<file path="src/rtl/spike_cnt_pkg.sv">
// ---------------------------------------------------------------------------
// spike_cnt_pkg
// Shared defaults for the spike rate counter and a helper that sizes the
// window timer from the window length.
// ---------------------------------------------------------------------------
package spike_cnt_pkg;

  localparam int DEF_NUM_CH     = 4;
  localparam int DEF_CNT_W      = 32;
  localparam int DEF_WIN_CYCLES = 200000;  // 1 ms at 200 MHz

  // Bits needed to hold timer values 0..win_cycles-1 (win_cycles >= 2).
  function automatic int timer_width(input int win_cycles);
    return (win_cycles < 2) ? 1 : $clog2(win_cycles);
  endfunction

endpackage

</file>
<file path="src/rtl/spike_edge_sync.sv">
// ---------------------------------------------------------------------------
// spike_edge_sync
// Two-flop synchronizer for one asynchronous spike line followed by a
// registered rising-edge detector. A 0->1 transition first sampled on clock
// edge N produces a one-cycle edge_pulse that is consumed on edge N+3.
//
// Ports:
//   clk          system clock
//   reset        asynchronous active-low reset
//   spike_async  raw asynchronous spike input
//   edge_pulse   one-cycle pulse per synchronized rising edge
// ---------------------------------------------------------------------------
module spike_edge_sync (
  input  logic clk,
  input  logic reset,
  input  logic spike_async,
  output logic edge_pulse
);

  logic meta_q;
  logic sync_q;
  logic prev_q;

  always_ff @(posedge clk or negedge reset) begin
    if (!reset) begin
      meta_q     <= 1'b0;
      sync_q     <= 1'b0;
      prev_q     <= 1'b0;
      edge_pulse <= 1'b0;
    end else begin
      // NOTE: non-blocking assignments make every flop sample the pre-edge
      // value of its neighbour, which is what builds the pipeline here.
      meta_q     <= spike_async;
      sync_q     <= meta_q;
      prev_q     <= sync_q;
      edge_pulse <= sync_q & ~prev_q;
    end
  end

endmodule

</file>
<file path="src/rtl/spike_rate_counter.sv">
// ---------------------------------------------------------------------------
// spike_rate_counter
// Counts rising edges on NUM_CH asynchronous spike lines over fixed windows
// of WIN_CYCLES enabled clock cycles and publishes each completed window's
// counts with a one-cycle cnt_valid strobe.
//
// Optional feature macro: SPIKE_CNT_SAT_EN
//   defined   -> accumulators saturate at 2^CNT_W-1, ovf reports saturation
//   undefined -> accumulators wrap modulo 2^CNT_W, ovf stays 0
//
// Ports:
//   clk          system clock
//   reset        asynchronous active-low reset
//   en           1: timer and counting run, 0: counting state freezes
//   clear        synchronous restart of the current window
//   spike        NUM_CH asynchronous spike lines
//   int_cnt_out  last completed window's counts, channel k at [k*CNT_W +: CNT_W]
//   cnt_valid    one-cycle pulse when int_cnt_out takes a new value
//   ovf          per-channel overflow of the last completed window
// ---------------------------------------------------------------------------
module spike_rate_counter
  import spike_cnt_pkg::*;
#(
  parameter int NUM_CH     = DEF_NUM_CH,
  parameter int CNT_W      = DEF_CNT_W,
  parameter int WIN_CYCLES = DEF_WIN_CYCLES
) (
  input  logic                    clk,
  input  logic                    reset,
  input  logic                    en,
  input  logic                    clear,
  input  logic [NUM_CH-1:0]       spike,
  output logic [NUM_CH*CNT_W-1:0] int_cnt_out,
  output logic                    cnt_valid,
  output logic [NUM_CH-1:0]       ovf
);

  localparam int               TMR_W    = timer_width(WIN_CYCLES);
  localparam logic [TMR_W-1:0] TMR_LAST = TMR_W'(WIN_CYCLES - 1);
  localparam logic [TMR_W-1:0] TMR_ONE  = TMR_W'(1);
  localparam logic [CNT_W-1:0] CNT_ONE  = CNT_W'(1);
`ifdef SPIKE_CNT_SAT_EN
  localparam logic [CNT_W-1:0] CNT_MAX  = '1;
`endif

  logic [NUM_CH-1:0] edge_det;
  logic [TMR_W-1:0]  timer_q;
  logic [CNT_W-1:0]  acc_q   [NUM_CH];
  logic [CNT_W-1:0]  acc_sum [NUM_CH];  // acc plus this cycle's edge
  logic [NUM_CH-1:0] sat_hit;           // edge arrived at the saturation value
  logic [NUM_CH-1:0] ovf_q;             // overflow seen in the running window

  for (genvar k = 0; k < NUM_CH; k++) begin : g_ch
    spike_edge_sync u_sync (
      .clk         (clk),
      .reset       (reset),
      .spike_async (spike[k]),
      .edge_pulse  (edge_det[k])
    );
  end

  always_comb begin
    // NOTE: every output of this block gets a value before any condition,
    // so no path can leave it unassigned and imply a latch.
    sat_hit = '0;
    for (int k = 0; k < NUM_CH; k++) begin
      acc_sum[k] = acc_q[k];
      if (edge_det[k]) begin
`ifdef SPIKE_CNT_SAT_EN
        if (acc_q[k] == CNT_MAX) begin
          sat_hit[k] = 1'b1;
        end else begin
          acc_sum[k] = acc_q[k] + CNT_ONE;
        end
`else
        acc_sum[k] = acc_q[k] + CNT_ONE;
`endif
      end
    end
  end

  // clear wins over everything; a boundary cycle needs en and the last
  // timer value. The edge detected in the boundary cycle goes into the
  // published count so nothing is lost between windows.
  always_ff @(posedge clk or negedge reset) begin
    if (!reset) begin
      timer_q     <= '0;
      ovf_q       <= '0;
      int_cnt_out <= '0;
      ovf         <= '0;
      cnt_valid   <= 1'b0;
      // NOTE: the accumulator array is a handful of registers, not a RAM,
      // so resetting it element by element is intended.
      for (int k = 0; k < NUM_CH; k++) acc_q[k] <= '0;
    end else begin
      cnt_valid <= 1'b0;
      if (clear) begin
        timer_q <= '0;
        ovf_q   <= '0;
        for (int k = 0; k < NUM_CH; k++) acc_q[k] <= '0;
      end else if (en) begin
        if (timer_q == TMR_LAST) begin
          timer_q   <= '0;
          ovf       <= ovf_q | sat_hit;
          ovf_q     <= '0;
          cnt_valid <= 1'b1;
          for (int k = 0; k < NUM_CH; k++) begin
            int_cnt_out[k*CNT_W +: CNT_W] <= acc_sum[k];
            acc_q[k]                      <= '0;
          end
        end else begin
          timer_q <= timer_q + TMR_ONE;
          ovf_q   <= ovf_q | sat_hit;
          for (int k = 0; k < NUM_CH; k++) acc_q[k] <= acc_sum[k];
        end
      end
    end
  end

endmodule

</file>
<file path="config.mk">
export PLATFORM = sky130hd
export DESIGN_NAME = spike_rate_counter
export DESIGN_NICKNAME = d
export VERILOG_FILES = /design/src/rtl/spike_cnt_pkg.sv /design/src/rtl/spike_edge_sync.sv /design/src/rtl/spike_rate_counter.sv
export SDC_FILE = /design/constraint.sdc
export NUM_CORES = 1
export LEC_CHECK = 0
export ABC_AREA = 1
export CAP_MARGIN = 5
export CORE_ASPECT_RATIO = 2
export CORE_MARGIN = 5
export CORE_UTILIZATION = 50
export CTS_CLUSTER_DIAMETER = 30
export CTS_CLUSTER_SIZE = 30
export DETAILED_ROUTE_END_ITERATION = 8
export PLACE_DENSITY = 0.73
export SLEW_MARGIN = 40
export SYNTH_ARGS = -nofsm -noshare
export SYNTH_HDL_FRONTEND = slang
export SYNTH_SLANG_ARGS = --single-unit
</file>
<file path="constraint.sdc">
create_clock -name clk -period 2 [get_ports clk]
set_clock_uncertainty 0.2 [all_clocks]
set_input_delay 0.4 -clock clk [delete_from_list [all_inputs] [get_ports clk]]
set_output_delay 0.4 -clock clk [all_outputs]
set_load 0.05 [all_outputs]
</file>
==> run summary, run 1 <==
sequential element share of the synthesized area -> 49.6%
drt pass-1 iters -> 5
row cnt -> 88
grt total ovfl -> 0
Synth cell types -> 36
worst path bufs/invs -> 2
Hold WC Path Type -> input port to register
clk_lat worst skew -> 0.56 ns
layout cells sized above 1 -> 16.1%
Tmin final -> 2.00 ns
Slew headroom -> 59.9%
#FFs+latches synth -> 291
filler instances -> 2522
wire per inst -> 16.2 µm
Ys Warns -> 0
TritonCTS clock tree -> built
Die Y -> 252 µm
sequential power share -> 43.5%
synthesized area per cell -> 7.59 µm²
Antenna Nets Post-Route -> 0
Initial Util -> 50.7%
CP Capture Type -> register
Root Buffer -> clkbuf_16
sw frac -> 24.8%
RSZ-0062 raised after global routing -> yes
failing checks -> setup timing
Max stage delay cell, worst path -> dfrtp_1
CP Cell Sequence -> ha_4 -> nand3_4 -> nor3_4 -> nand3_4 -> nor2_4 -> buf_4 -> buf_12 -> nand3_1 -> nand2_1
Final HPWL DP -> 28700 µm
Hold Vio Cnt, Final -> 0
largest net degree at the start of global routing -> 65
Register Area -> 7280 µm²
Worst-Margin Slew -> 0.596 ns
post-synth top area share -> 49.6%
Peak Freq -> 0.499 GHz
I/O Pins -> 141
Net Sw Power -> 3.39 mW
clock-pin slew on the worst setup and hold paths -> 0.06 ns
Critical Setup Path Class -> register to register
core area -> 29000 µm²
DIE AREA -> 33100 µm²
CP Max Fanout -> 14
Synth area leaders -> dfrtp_1 (50%), nand2_1 (21%), nand3_1 (4.9%), nor2_1 (4.1%), inv_1 (3.9%)
Residual DRC -> 0
P_leak -> 9.02 nW
Clock Power Share -> 53.4%
port bufs -> 136
worst-case clock buffer depth -> 3
Global Route Usage Sum -> 23.6%
largest area contributor in the netlist -> dfrtp_1
first-pass GRT wire length -> 65500 µm
total length of routed wires -> 41000 µm
Worst setup SP type -> register
DIE WIDTH -> 131 µm
Placer Congestion -> 0.932
internal power -> 10.3 mW
Max Cap Viol -> 0
cell count after synthesis -> 1934
Final period util -> 100%
antenna violations before repair -> 0
Largest stage delay, worst path -> 0.39 ns
vias in the first global route -> 13552
Worst Setup Slack, final -> -0.00330 ns
initial drt markers -> 759
routed vias/inst -> 5.26
Sinks on Clock Net -> 291
diodes inserted -> 0
area delta synth->final -> 25.5%
cell mode on critical path -> nand3_4
# nets final -> 2158
routed via count -> 13330
CP top delay family -> simple AND/OR/NAND/NOR gates
CTS Buf Count -> 39
Cell Area, Synth -> 14700 µm²
count of final setup violators -> 1
post-layout util -> 63.6%
CP required -> 2.30 ns
Logic pwr share -> 3.1%
H-Tree Depth -> 2
power density over the cells -> 742 nW/µm²
Data arrival, critical path -> 2.30 ns
Max VDD drop -> 0.000868 V
Setup TNS Final -> -0.00330 ns
outcome -> complete, but fails checks
Slew Limit Fails -> 0
multi-input logic area -> 6630 µm²
## final cells by class
type	instances	area share (%)
multi-input cells	1429	36.0
well taps	360	2.45
inverters	154	3.14
clock buffers	43	5.49
repair buffers	230	11.3
flip-flops and latches	291	39.5
clock inverters	28	2.02
## metrics by stage
step                cells  power [mW]  hold slack, ns  setup slack [ns]  cell area [µm²]
floorplan            1937        6.19         -0.0956             0.135            14700
global placement     2449        6.45           0.104            -0.177            16600
detailed placement   2449        6.46           0.103            -0.200            16600
CTS                  2521        13.8          0.0632          0.000515            18100
global route         2535        14.1          0.0694           -0.0729            18400
finish               2535        13.7          0.0820          -0.00330            18400
## state kept, by name, indices dropped and copies added, names as in the netlist
signal and flops:
g_ch.u_sync.meta_q 4, g_ch.u_sync.prev_q 4, int_cnt_out 128, acc_q 128
g_ch.u_sync.sync_q 4, cnt_valid 1, g_ch.u_sync.edge_pulse 4, timer_q 18
## cells in the final DEF, fill, tap and decap left out, drive strengths merged, types with 37 or more instances in the layout
master | synthesis | routed
buf | 44 | 219
clkbuf | 19 | 47
dfrtp | 291 | 291
inv | 153 | 163
nand2 | 819 | 819
nand3 | 147 | 147
nand4 | 37 | 37
nor2 | 174 | 174
o21ai | 95 | 95
xor2 | 53 | 53
## per-layer routing
layer	routed length (µm)	vias to the layer above	GRT usage, %	share of wire [%]
met2	22600	311	45.4	55
met5	0	-	0	0
met4	2020	0	11.2	4.9
li1	-	6515	-	-
met3	1480	125	3.37	3.6
met1	14900	6379	24.8	36
## power by group through the flow
stage               registers [mW]  clock network (mW)  logic, mW
floorplan                     6.04                   0      0.150
global placement              6.04                   0      0.416
detailed placement            6.04                   0      0.420
CTS                           5.93                7.43      0.423
global route                  5.93                7.65      0.470
finish                        5.93                7.30      0.424
## worst reg2reg max path, cell delays in order, from the launching register on
cell     delay [ns]
dfrtp_1        0.39
ha_4           0.16
nand3_4        0.11
nor3_4         0.27
nand3_4        0.15
nor2_4         0.17
buf_4          0.17
buf_12         0.15
nand3_1        0.12
nand2_1        0.07
## repair_timing
item,CTS,global route
endpoints found under the setup margin,3,142
gates cloned,0,4
hold buffers,1,0
gates resized for setup,2,57
setup buffers,0,10
endpoints found under the hold margin,269,0
pin swaps,0,6
## cells by family after synthesis
| group | synth area share, % |
|---|---|
| flops | 49.6 |
| xor+xnor | 4.18 |
| buf+inv | 6.49 |
| fa+ha+maj | 0.426 |
| compound gates | 4.81 |
| simple gates | 34.4 |
| other cells | 0.0256 |
## final timing paths
path	from	to	slack, ns	cells after the start
setup / recovery	timer_q[1]	int_cnt_out[126]	-0.003	9
hold / removal	spike[0]	g_ch[0].u_sync.meta_q	0.08	1
setup reg to reg	timer_q[1]	int_cnt_out[126]	-0.003	9
hold reg to reg	g_ch[2].u_sync.meta_q	g_ch[2].u_sync.sync_q	0.15	0
max in group asynchronous	reset	int_cnt_out[4]	0.77	4
min in group asynchronous	reset	acc_q[26]	0.11	2
## cell usage after synthesis
library cell	number
ha_1	5
nand3_2	1
o21ai_0	83
buf_2	24
clkbuf_1	17
nor2_1	159
inv_1	152
nand4_2	1
o21ai_1	12
o22ai_1	26
or2_2	3
clkinv_1	1
nor3_4	1
nor2_4	5
xnor2_1	17
clkbuf_2	2
nand4_1	36
conb_1	1
inv_2	1
buf_1	3
nand3_1	145
nand2_2	2
nand3b_1	10
o21bai_1	7
nand2_4	1
xor2_1	53
nand2_1	816
nand3_4	1
nor3_1	21
and2_1	5
and3_1	2
buf_6	11
dfrtp_1	291
nor2_2	10
buf_4	6
a21oi_1	3
Power figures use the tool's default switching activity.
==> run 2: changes to the inputs <==
CAP_MARGIN = not set   (was 5)
==> results of run 2 <==
Final layout, timing and power as in run 1 (identical DEF).
==> run 3: changes to the inputs <==
CORE_MARGIN = not set   (was 5)
CTS_CLUSTER_SIZE = 25   (was 30)
PLACE_DENSITY = 0.71   (was 0.73)
==> run 3 against run 2 <==
  * The flow now finishes without violations
  * Worst setup slack better by 0.0069 ns
  * Fmax is 0.34% higher
  * Non-clock buffer count increased by 15
  * Critical path depth increased by 1
  * Critical endpoint is now int_cnt_out[15]
  * Sequential power is essentially flat
  * Combinational power grew 14%
  * Sequential share of layout area down 0.52 points
  * Utilization up 1.1 points
==> run summary, run 3 (synthesized netlist as in run 1, its figures left out) <==
outcome -> finished clean (was complete, but fails checks)
Slew headroom -> 65.6% (was 59.9%)
Root Buffer -> clkbuf_16 (unchanged)
Sinks on Clock Net -> 291 (unchanged)
total length of routed wires -> 42500 µm (was 41000 µm)
area delta synth->final -> 27.2% (was 25.5%)
count of final setup violators -> 0 (was 1)
DP Area -> 16600 µm² (about the same)
largest net degree at the start of global routing -> 77 (was 65)
Max VDD drop -> 0.000844 V (was 0.000868 V)
DIE WIDTH -> 123 µm (was 131 µm)
routed vias/inst -> 5.24 (was 5.26)
non-filler cells, final -> 2547 (was 2535)
Worst setup SP type -> register (unchanged)
hold_sp -> spike[1] (was spike[0])
Final period util -> 99.8% (was 100%)
# nets final -> 2171 (was 2158)
Total Power -> 13.6 mW (was 13.7 mW)
Placed Cells -> 2448 (was 2449)
P_leak -> 9.17 nW (was 9.02 nW)
Final HPWL DP -> 28600 µm (was 28700 µm)
vias in the first global route -> 13421 (was 13552)
wire per inst -> 16.7 µm (was 16.2 µm)
I/O Pins -> 141 (unchanged)
CP Cell Sequence -> ha_4 -> nand3_4 -> nor3_4 -> nand3_4 -> nor2_4 -> buf_6 -> buf_12 -> buf_6 -> nand2_1 -> nand2_1 (was ha_4 -> nand3_4 -> nor3_4 -> nand3_4 -> nor2_4 -> buf_4 -> buf_12 -> nand3_1 -> nand2_1)
Tmin final -> 2.00 ns (about the same)
initial drt markers -> 637 (was 759)
Global Route Usage Sum -> 27.8% (was 23.6%)
CP required -> 2.29 ns (was 2.30 ns)
H-Tree Depth -> 2 (unchanged)
first element of the critical path -> timer_q[1] (unchanged)
power density over the cells -> 730 nW/µm² (was 742 nW/µm²)
Initial Util -> 50.9% (was 50.7%)
diodes inserted -> 0 (unchanged)
RSZ-0062 raised after global routing -> yes (unchanged)
Worst Setup Slack, final -> 0.00356 ns (was -0.00330 ns)
port bufs -> 136 (unchanged)
Slew Limit Fails -> 0 (unchanged)
Residual DRC -> 0 (unchanged)
Hold WC Path Type -> input port to register (unchanged)
largest registers -> acc_q x128, int_cnt_out x128, timer_q x18 (unchanged)
Largest stage delay, worst path -> 0.39 ns (about the same)
Post-Layout Inst Area -> 18700 µm² (was 18400 µm²)
antenna violations before repair -> 0 (unchanged)
worst-case clock buffer depth -> 3 (unchanged)
Worst-Margin Slew -> 0.511 ns (was 0.596 ns)
first-pass GRT wire length -> 65100 µm (was 65500 µm)
layout cells sized above 1 -> 17.2% (was 16.1%)
post-layout util -> 64.7% (was 63.6%)
most frequent cells in the layout -> nand2_1 (810), dfrtp_1 (290), buf_4 (198), inv_1 (150), nor2_1 (143) (was nand2_1 (815), dfrtp_1 (291), buf_4 (196), inv_1 (152), nor2_1 (146))
clk_lat worst skew -> 0.56 ns (about the same)
core area -> 28800 µm² (was 29000 µm²)
drt pass-1 iters -> 5 (unchanged)
grt total ovfl -> 0 (unchanged)
Die Y -> 244 µm (was 252 µm)
Antenna Nets Post-Route -> 0 (unchanged)
Max Cap Viol -> 0 (unchanged)
DIE AREA -> 30100 µm² (was 33100 µm²)
Data arrival, critical path -> 2.28 ns (was 2.30 ns)
CP top delay family -> simple AND/OR/NAND/NOR gates (unchanged)
CP Capture Type -> register (unchanged)
Max stage delay cell, worst path -> dfrtp_1 (unchanged)
r2r startpoint -> timer_q[1] (unchanged)
Peak Freq -> 0.501 GHz (was 0.499 GHz)
routed via count -> 13340 (was 13330)
CP Max Fanout -> 5 (was 14)
worst path bufs/invs -> 3 (was 2)
TritonCTS clock tree -> built (unchanged)
CTS Buf Count -> 37 (was 39)
Placer Congestion -> 0.928 (was 0.932)
clock-pin slew on the worst setup and hold paths -> 0.06 ns (about the same)
Setup WS pre-CTS -> -0.177 ns (was -0.200 ns)
Critical Setup Path Class -> register to register (unchanged)
Hold Vio Cnt, Final -> 0 (unchanged)
most common cell after layout, fill and taps aside -> nand2_1 (unchanged)
row cnt -> 88 (unchanged)
[run 3: report_power, final]
part / internal [mW] / leakage [nW] / switching, mW / total (mW)
clock: 4.26 / 0.651 / 2.95 / 7.21
sequential: 5.91 / 4.03 / 0.0194 / 5.93
combinational: 0.152 / 4.49 / 0.329 / 0.482
total: 10.3 / 9.17 / 3.29 / 13.6
[run 3: final timing paths]
check                                        endpoint  slack (ns)  depth (start not counted)
min in group asynchronous                   acc_q[57]        0.14                          2
worst min-delay path            g_ch[1].u_sync.meta_q        0.08                          1
worst max register to register        int_cnt_out[15]       0.004                         10
worst max-delay path                  int_cnt_out[15]       0.004                         10
max in group asynchronous            int_cnt_out[102]        0.74                          3
worst min register to register  g_ch[0].u_sync.sync_q        0.14                          0
[run 3: final cells by class]
class,count,area [µm²]
timing repair buffer,245,2310
clock inverter,27,363
inverter,154,586
clock buffer,41,961
multi-input combinational,1429,6700
tap,360,450
sequential,291,7280
fill,2521,10200
[run 3: per-layer routing]
layer,vias up,track usage [%],wire [µm]
met5,-,0,0
met4,0,16.3,2580
met3,133,3.85,1610
met2,364,52.3,23300
met1,6308,28.2,15100
li1,6535,-,-
[run 3: through the flow]
step                      hold WS [ns]  setup TNS [ns]
after global routing            0.0733           -1.61
after CTS                       0.0691               0
after floorplan                -0.0956               0
final                           0.0809               0
after global placement           0.132          -22.63
after detailed placement         0.135          -23.88
[run 3: worst reg2reg max path, cell delays in order, from the launching register on]
cell     delay, ns
dfrtp_1       0.39
ha_4          0.17
nand3_4       0.12
nor3_4        0.23
nand3_4       0.15
nor2_4        0.15
buf_6         0.15
buf_12        0.15
buf_6         0.12
nand2_1       0.05
nand2_1       0.06
[run 3: timing repair]
item	CTS	global route
buffers inserted	7	12
resized for setup	10	78
gates cloned	2	10
hold buffers	1	0
setup endpoints to repair	123	107
endpoints found under the hold margin	265	0
pin swaps	3	8
==> edit, RTL diff (config.mk and constraints of run 1) <==
Change the package constant `DEF_NUM_CH` from 4 to 2.
--- a/src/rtl/spike_cnt_pkg.sv
+++ b/src/rtl/spike_cnt_pkg.sv
@@ -6,5 +6,5 @@
 package spike_cnt_pkg;
 
-  localparam int DEF_NUM_CH     = 4;
+  localparam int DEF_NUM_CH     = 2;
   localparam int DEF_CNT_W      = 32;
   localparam int DEF_WIN_CYCLES = 200000;  // 1 ms at 200 MHz
Interface: changed (resized int_cnt_out, ovf and spike); port bits go from 141 to 73. The function was not compared with the original's and may differ.
==> edit against run 1 <==
- non-clock buffer count fell by 115
- sequential cell count fell by 136
- setup slack improved by 0.097 ns
- total power fell by 50%
- wire length fell by 50%
- design area fell by 47%
- area after synthesis fell by 46%
- cell count fell by 46%
- largest power group unchanged
- highest routed layer unchanged
==> edit: results (changes against run 1) <==
{| class="wikitable"
! Metric !! Value
|-
| Maximum cell stage delay along the critical path || 0.41 ns (+0.02 ns)
|-
| Instance count after placement with tap cells included || 1333 (-46%)
|-
| Crit path arrival time || 2.03 ns (-0.27 ns)
|-
| IR Drop Worst-Case VDD || 0.000562 V (-35%)
|-
| Vias || 7146 (-46%)
|-
| Number of buffers on the longest clock path || 2 (-1)
|-
| Vias in the first global route || 7287 (-46%)
|-
| Run status || finished clean
|-
| Wire per inst || 14.8 um (-8.3%)
|-
| Wire length of the first global-routing pass || 34700 um (-47%)
|-
| Class of the most critical hold timing path || reg -> reg
|-
| Cell variety after synth || 28 (-22%)
|-
| Total of buffers placed on input and output ports || 70 (-49%)
|-
| Part of the Yosys area used for sequential elements || 49.2% (-0.45 points)
|-
| Registers with the highest flip-flop counts || acc_q: 64 flops, int_cnt_out: 64 flops, timer_q: 18 flops
|-
| First-iteration detailed-routing DRC count || 448 (-41%)
|-
| Static leakage || 4.74 nW (-47%)
|-
| Clock H-tree levels || 4 (+2)
|-
| Main area contributors after synthesis || dfrtp_1, nand2_1, nand3_1
|-
| Share of final-layout standard cells stronger than drive strength 1 || 15.2% (-0.92 points)
|-
| Count of cells along the worst hold path || 0 (-1)
|-
| Hpwl dp || 14400 um (-50%)
|-
| Global placement routability congestion || 0.915 (-1.8%)
|-
| Fill cells || 1393 (-45%)
|-
| Root Buffer Master || clkbuf_16
|-
| Number of inserted diodes || 0 (unchanged)
|-
| Total routing usage reported by global routing || 22.9% (-0.72 points)
|-
| Commonest cells in the netlist || nand2_1, dfrtp_1, inv_1
|-
| Num CTS Buffers || 17 (-56%)
|-
| Clock latency on the worst-skew pair || 0.43 ns (-0.13 ns)
|-
| Cell Area, Placed || 8930 um2 (-46%)
|-
| Max FO, Critical Path || 4 (-10)
|}
edit: cell types whose count changed after synthesis, sizes merged, moves of 16 or more:
cell   delta
dfrtp   -136
o21ai    -24
buf      -30
nand3    -53
inv      -48
nand4    -16
nor2     -78
nand2   -414
xor2     -21
edit: path summary, 6_finish.rpt:
check | endpoint | from | slack [ns]
max in group asynchronous | acc_q[54] | reset | 0.73
setup reg to reg | int_cnt_out[31] | acc_q[32] | 0.09
hold / removal | g_ch[1].u_sync.sync_q | g_ch[1].u_sync.meta_q | 0.15
min in group asynchronous | acc_q[3] | reset | 0.26
setup / recovery | int_cnt_out[31] | acc_q[32] | 0.09
hold reg to reg | g_ch[1].u_sync.sync_q | g_ch[1].u_sync.meta_q | 0.15
edit: metrics by stage:
| stage | hold slack, ns | total power (W) | TNS [ns] | setup WS, ns |
|---|---|---|---|---|
| floorplan | -0.0956 | 0.00330 | 0 | 0.255 |
| global placement | 0.135 | 0.00345 | -10.55 | -0.134 |
| detailed placement | 0.143 | 0.00345 | -12.22 | -0.192 |
| CTS | 0.159 | 0.00687 | 0 | 0.0320 |
| global route | 0.177 | 0.00702 | -0.180 | -0.0676 |
| finish | 0.154 | 0.00682 | 0 | 0.0937 |
edit: power by group:
group | switching (W) | internal (W) | leakage [nW]
clock network | 0.00140 | 0.00202 | 0.292
registers | 0.0000123 | 0.00315 | 2.15
logic | 0.000162 | 0.0000668 | 2.31
total | 0.00158 | 0.00524 | 4.74
edit: per-layer routing:
layer	share of wire, %	GRT usage, %	wire length, um
met5	0	0	0
met4	3.0	9.99	616
met3	4.8	3.76	970
met2	51	38.6	10300
met1	41	28.6	8420
edit: layout make-up:
type                            count  area, um2  area share [%]
Clock buffer                       18        439            4.53
Clock inverter                     14        184            1.90
Inverter                          105        397            4.09
Multi-Input combinational cell    763       3550            36.6
Sequential cell                   155       3880            40.0
Tap cell                          201        251            2.60
Timing Repair Buffer              115        992            10.2
edit: what timing repair did:
item	CTS	global route
hold buffers	1	0
endpoints found under the setup margin	2	72
pin swaps	0	3
buffers inserted	1	4
gates resized for setup	0	25
endpoints found under the hold margin	39	0
gates cloned	0	0
edit: cells by family after synthesis:
family,Yosys count,share of synthesized area (%)
simple gates,632,33.2
flops,155,49.2
buf+inv,137,7.04
compound gates,90,6.08
xor+xnor,36,4.00
fa+ha+maj,3,0.476
other cells,1,0.0476
